File: config.mk
export PLATFORM = sky130hd
export DESIGN_NAME = cv32e40p_ft_error_monitor
export DESIGN_NICKNAME = d
export VERILOG_FILES = /design/src/rtl/cv32e40p_ft_error_monitor.sv
export SDC_FILE = /design/constraint.sdc
export NUM_CORES = 1
export LEC_CHECK = 0
export ABC_AREA = 0
export ABC_CLOCK_PERIOD_IN_PS = 3400
export BUFFER_PORTS_ARGS = -buffer_cell sky130_fd_sc_hd__buf_2
export CAP_MARGIN = 15
export CORE_MARGIN = 2
export CORE_UTILIZATION = 58
export CTS_CLUSTER_DIAMETER = 60
export DETAILED_ROUTE_END_ITERATION = 10
export PLACE_DENSITY = 0.81
export SETUP_SLACK_MARGIN = 0.02
export SLEW_MARGIN = 15
export SYNTH_ARGS = -nofsm -noshare
export SYNTH_HDL_FRONTEND = slang
export SYNTH_SLANG_ARGS = --single-unit
File: constraint.sdc
create_clock -name clk -period 3.4 [get_ports clk]
set_input_delay 0.17 -clock clk [delete_from_list [all_inputs] [get_ports clk]]
set_output_delay 0.17 -clock clk [all_outputs]
set_load 0.01 [all_outputs]
File: src/rtl/cv32e40p_ft_error_monitor.sv
// Fault-tolerant voter error monitor: counts corrected/uncorrectable voter events and
// raises a req/ack recovery request. Define CV32E40P_FT_FAULT_IDX_EN to build fault_idx_o.
module cv32e40p_ft_error_monitor #(
  parameter int N_VOTERS    = 8,
  parameter int CNT_W       = 16,
  parameter int CORR_THRESH = 4,
  parameter int COOL_CYC    = 16
) (
  input  logic                        clk,
  input  logic                        rst_n,
  input  logic [N_VOTERS-1:0]         err_correct_i,
  input  logic [N_VOTERS-1:0]         err_detected_i,
  input  logic                        clear_i,
  input  logic                        fault_ack_i,
  output logic                        fault_req_o,
  output logic                        fault_type_o,
  output logic [$clog2(N_VOTERS)-1:0] fault_idx_o,
  output logic [CNT_W-1:0]            corr_cnt_o,
  output logic [CNT_W-1:0]            uncorr_cnt_o
);
  localparam int NW     = $clog2(N_VOTERS + 1);
  localparam int IDX_W  = $clog2(N_VOTERS);
  localparam int COOL_W = (COOL_CYC > 1) ? $clog2(COOL_CYC) : 1;

  typedef enum logic [1:0] {IDLE, REQ, COOL} state_e;

  function automatic logic [CNT_W-1:0] sat_add(input logic [CNT_W-1:0] a,
                                               input logic [NW-1:0] b);
    logic [CNT_W:0] s;
    s = {1'b0, a} + (CNT_W+1)'(b);
    return s[CNT_W] ? {CNT_W{1'b1}} : s[CNT_W-1:0];
  endfunction

  state_e              state_q, state_d;
  logic [COOL_W-1:0]   cool_q, cool_d;
  logic [CNT_W-1:0]    corr_cnt_q, corr_cnt_d, unc_cnt_q, unc_cnt_d;
  logic [CNT_W-1:0]    thr_acc_q, thr_acc_d, thr_base, thr_sum;
  logic                pend_unc_q, pend_unc_d, pend_set;
  logic                req_q, req_d, type_q, type_d;
  logic [IDX_W-1:0]    idx_q, idx_d;
  logic [N_VOTERS-1:0] unc_v;
  logic [NW-1:0]       n_corr, n_unc;
  logic [IDX_W-1:0]    unc_idx, corr_idx, pend_idx_q;

  assign unc_v = err_detected_i & ~err_correct_i;

  always_comb begin
    n_corr = '0;
    n_unc  = '0;
    for (int i = 0; i < N_VOTERS; i++) begin
      n_corr = n_corr + NW'(err_correct_i[i]);
      n_unc  = n_unc  + NW'(unc_v[i]);
    end
  end

`ifdef CV32E40P_FT_FAULT_IDX_EN
  logic [IDX_W-1:0] pend_idx_d;

  // Scan downward so the lowest flagging voter wins.
  always_comb begin
    unc_idx  = '0;
    corr_idx = '0;
    for (int i = N_VOTERS - 1; i >= 0; i--) begin
      if (unc_v[i])         unc_idx  = IDX_W'(i);
      if (err_correct_i[i]) corr_idx = IDX_W'(i);
    end
    pend_idx_d = pend_set ? unc_idx : pend_idx_q;
  end

  always_ff @(posedge clk or negedge rst_n) begin
    if (!rst_n) pend_idx_q <= '0;
    else        pend_idx_q <= pend_idx_d;
  end
`else
  assign unc_idx    = '0;
  assign corr_idx   = '0;
  assign pend_idx_q = '0;
`endif

  always_comb begin
    state_d    = state_q;
    cool_d     = cool_q;
    req_d      = req_q;
    type_d     = type_q;
    idx_d      = idx_q;
    pend_unc_d = pend_unc_q;
    pend_set   = 1'b0;
    corr_cnt_d = sat_add(clear_i ? '0 : corr_cnt_q, n_corr);
    unc_cnt_d  = sat_add(clear_i ? '0 : unc_cnt_q, n_unc);
    thr_base   = clear_i ? '0 : thr_acc_q;
    thr_sum    = sat_add(thr_base, n_corr);
    thr_acc_d  = thr_sum;

    case (state_q)
      IDLE: begin
        if (n_unc != '0) begin
          state_d   = REQ;
          req_d     = 1'b1;
          type_d    = 1'b1;
          idx_d     = unc_idx;
          thr_acc_d = '0;
        end else if (thr_sum >= CNT_W'(CORR_THRESH)) begin
          state_d   = REQ;
          req_d     = 1'b1;
          type_d    = 1'b0;
          idx_d     = corr_idx;
          thr_acc_d = '0;
        end
      end
      REQ: begin
        if (n_unc != '0 && !pend_unc_q) begin
          pend_set   = 1'b1;
          pend_unc_d = 1'b1;
        end
        if (fault_ack_i) begin
          state_d = COOL;
          req_d   = 1'b0;
          cool_d  = COOL_W'(COOL_CYC - 1);
        end
      end
      COOL: begin
        if (cool_q == '0) begin
          // An uncorrectable seen in the final cool cycle still counts as pending.
          if (pend_unc_q || n_unc != '0) begin
            state_d    = REQ;
            req_d      = 1'b1;
            type_d     = 1'b1;
            idx_d      = pend_unc_q ? pend_idx_q : unc_idx;
            pend_unc_d = 1'b0;
            thr_acc_d  = '0;
          end else begin
            state_d = IDLE;
          end
        end else begin
          cool_d = cool_q - 1'b1;
          if (n_unc != '0 && !pend_unc_q) begin
            pend_set   = 1'b1;
            pend_unc_d = 1'b1;
          end
        end
      end
      default: state_d = IDLE;
    endcase
  end

  always_ff @(posedge clk or negedge rst_n) begin
    if (!rst_n) begin
      state_q    <= IDLE;
      cool_q     <= '0;
      corr_cnt_q <= '0;
      unc_cnt_q  <= '0;
      thr_acc_q  <= '0;
      pend_unc_q <= 1'b0;
      req_q      <= 1'b0;
      type_q     <= 1'b0;
      idx_q      <= '0;
    end else begin
      state_q    <= state_d;
      cool_q     <= cool_d;
      corr_cnt_q <= corr_cnt_d;
      unc_cnt_q  <= unc_cnt_d;
      thr_acc_q  <= thr_acc_d;
      pend_unc_q <= pend_unc_d;
      req_q      <= req_d;
      type_q     <= type_d;
      idx_q      <= idx_d;
    end
  end

  assign fault_req_o  = req_q;
  assign fault_type_o = type_q;
  assign fault_idx_o  = idx_q;
  assign corr_cnt_o   = corr_cnt_q;
  assign uncorr_cnt_o = unc_cnt_q;
endmodule

==> results.toml <==
[status]
status = "finished, violations left"
violations = "setup timing"

[clock_network]
insertion_delay_ps = 340
cts_sinks = 57
cts.htree.levels = 3
cts_root_buf = "clkbuf_8"
cts_buffers = 9
clkTransAtPathRegs_ps = 70
cts_buffer_depth = 2
cts_tree = "built"

[finish]
postLayoutCoreUtil_pct = 82.9
fill_cells = 360
layout-drive-gt1-share_pct = 43.0
area_growth_pct = 39.7
regArea_um2 = 1430
multi_input_area_um2 = 2740
fin_nets = 615
antenna_cells = 0

[floorplanning]
core-area_um2 = 6720
core.rowCount = 30
die_h_um = 86.9
initial_core_util_pct = 59.3
dieArea_um2 = 7550
die_width_um = 86.9
io_pins = 57

[yosys]
synthSimpleGateAreaFrac_pct = 21.4
muxShareOfSynthArea_pct = 1.35
synth_area_leader_cell = "dfrtp_1"
synthCells = 438
synth_commonest_cells = "dfrtp_1 (57), nand2_1 (48), inv_1 (32), nor2_1 (30), a21oi_1 (25)"
yosysMostFrequentCell = "dfrtp_1"
syn-cell-area_um2 = 3990
synthTopCellsByArea = "dfrtp_1 (36%), fa_1 (5.5%), xnor2_1 (5.3%)"
synthArstFlopShare_pct = 100
ys_seq_elements = 57
synthAdderAreaFrac_pct = 11.3
synth_edf_count = 0
syn_area_per_cell_um2 = 9.10
synth_top_family_by_area = "simple AND/OR/NAND/NOR gates"
synth-compound-area-share_pct = 15.0
synth_xor_area_share_pct = 9.20
ys.flop_type = "dfrtp_1"
ys_warn_count = 0
synth-seq-area-share_pct = 35.8
synth_top_cell_area_share_pct = 35.8
synth_cell_types = 58

[global_route]
grt_max_degree = 40
globalRouteTotalUtil_pct = 30.7
antenna_found_initial = 0
grt_pass1_wl_um = 18200
first_global_vias = 3904
overflow = 0

[place]
port_buffers = 53
gp_congestion = 0.930
place_hpwl_um = 7090
dp_worst_setup_slack_ps = -1590

[drt]
antenna_left = 0
wl_met3_um = 417
top_layer = "met4"
wl_met1_um = 4780
wire_per_inst_um = 17.6
first_iter_violations = 234
drt-total-wl_um = 11500
drc = 0
vias_per_cell = 5.77
num_vias = 3764
first_pass_iters = 5
wl_met2_um = 5820

[hold_path]
hold_path_depth = 3
hp-start = "fault_ack_i"
hold_path_class = "input pin to flip-flop"

[power_and_ir_drop]
power_density_nw_per_um2 = 535
power_mw = 2.98
ir_worst_vdd_uv = 335
p_leak_nw = 2.63

[worst_setup_path]
crit_start = "err_correct_i[0]"
crit_path_start_kind = "input pin"
critPathCaptureType = "flip-flop"
worst_path_largest_cell_delay_ps = 550
regToRegSetupSlack_ps = 320
ff2ff_path_depth = 12
r2r_start = "thr_acc_q[0]$_DFF_PN0_"
cp_data_arrival_time_ps = 4940
r2r_end = "fault_type_o$_DFFE_PN0P_"
setup.worst_path.class = "input pin to flip-flop"
cp_slowest_cell = "fa_1"
crit_chain = "buf_8 -> inv_8 -> fa_1 -> fa_1 -> fa_1 -> inv_2 -> ha_4 -> inv_2 -> fa_1 -> inv_2 -> ha_4 -> a21oi_2 -> maj3_2 -> a21o_1 -> a211o_1 -> or3b_1 -> a211oi_2 -> a31oi_2 -> buf_4 -> o22a_2"
setup.worst_path.end = "fault_type_o$_DFFE_PN0P_"
critical_path.most_common_cell = "fa_1"
cp_max_fo = 4
worstPathRequired_ps = 3620

[timing]
report.final.setup_viol = 51
min_period_ps = 4720
rsz0062_at_grt = "true"
fin_crit_sh_pct = 139
fin_setup_tns_ps = -41240
hold_viol = 0
worst_pin_slew_ps = 960
report.final.slew_viol_count = 0
fin_skew_ps = 12.8
slew_headroom_pct = 35.5
timing.fmax_ghz = 0.212
finalWorstSetupSlack_ps = -1320

[job]
maxCapViolations = 0
-- stage by stage --
stage	instance area, um2	hold WS, ps	cells
detailed placement	4830	333	614
global placement	4830	328	614
global route	5570	157	652
finish	5570	155	652
floorplan	4150	-126	440
CTS	5350	145	648
-- layout make-up --
type / instances / area share [%]
tap: 80 / 1.80
inverter: 34 / 2.43
clock buffer: 10 / 2.29
timing repair buffer: 134 / 17.4
sequential: 57 / 25.6
clock inverter: 4 / 1.26
multi-input combinational: 333 / 49.2
-- worst max-delay path, delay by kind of cell --
family / cells / cell delay (ps)
buf+inv: 6 / 480
fa+ha+maj: 7 / 2710
simple gates: 1 / 370
compound gates: 6 / 1190
-- placed cells by master (no fill, tap or decap), types with 12 or more instances in the layout --
| master | n |
|---|---|
| buf_4 | 67 |
| dfrtp_1 | 57 |
| buf_2 | 50 |
| nand2_1 | 40 |
| nor2_1 | 25 |
| inv_1 | 24 |
| xnor2_1 | 21 |
| nor2b_1 | 19 |
| a21oi_1 | 16 |
| a21oi_2 | 14 |
| buf_6 | 13 |
| xor2_1 | 12 |
-- worst min path at each step --
stage                              end  slack [ps]
2_1_floorplan    cool_q[0]$_DFFE_PN0P_        -130
3_3_place_gp   thr_acc_q[10]$_DFF_PN0_         330
3_5_place_dp   thr_acc_q[10]$_DFF_PN0_         330
4_1_cts          cool_q[2]$_DFFE_PN0P_         150
5_1_grt          cool_q[2]$_DFFE_PN0P_         160
6_report         cool_q[2]$_DFFE_PN0P_         160
-- where the power goes --
group	leakage [nW]	switching (mW)	internal [mW]
registers	0.742	0.0957	0.795
logic	1.79	0.713	0.699
clock network	0.102	0.276	0.402
total	2.63	1.08	1.90
-- logic make-up (layout without fill, tap and decap cells) --
group,count (synthesis),count (layout)
compound gates,90,90
xor+xnor,41,41
fa+ha+maj,30,30
buf+inv,50,182
flops,57,57
mux,5,5
other cells,1,3
simple gates,164,164
-- layer usage --
| metal | global-route usage (%) | vias to the layer above |
|---|---|---|
| met5 | 0 | - |
| met4 | 13.6 | 0 |
| met3 | 4.93 | 51 |
| met2 | 52.4 | 125 |
| met1 | 38.1 | 1857 |
| li1 | - | 1731 |
-- flip-flops by register name, indices dropped and copies added, names as in the netlist --
name,cells
cool_q,4
fault_req_o,1
thr_acc_q,16
fault_type_o,1
corr_cnt_o,16
pend_unc_q,1
uncorr_cnt_o,16
state_q,2
-- what timing repair did --
action                                 4_1_cts  5_1_grt
buffers inserted                            17        9
setup endpoints to repair                   51       51
pin swaps                                   17       25
gates resized for setup                     37       45
endpoints found under the hold margin       38        0
hold buffers                                 1        0
cloned                                       3        0
Power figures use the tool's default switching activity.
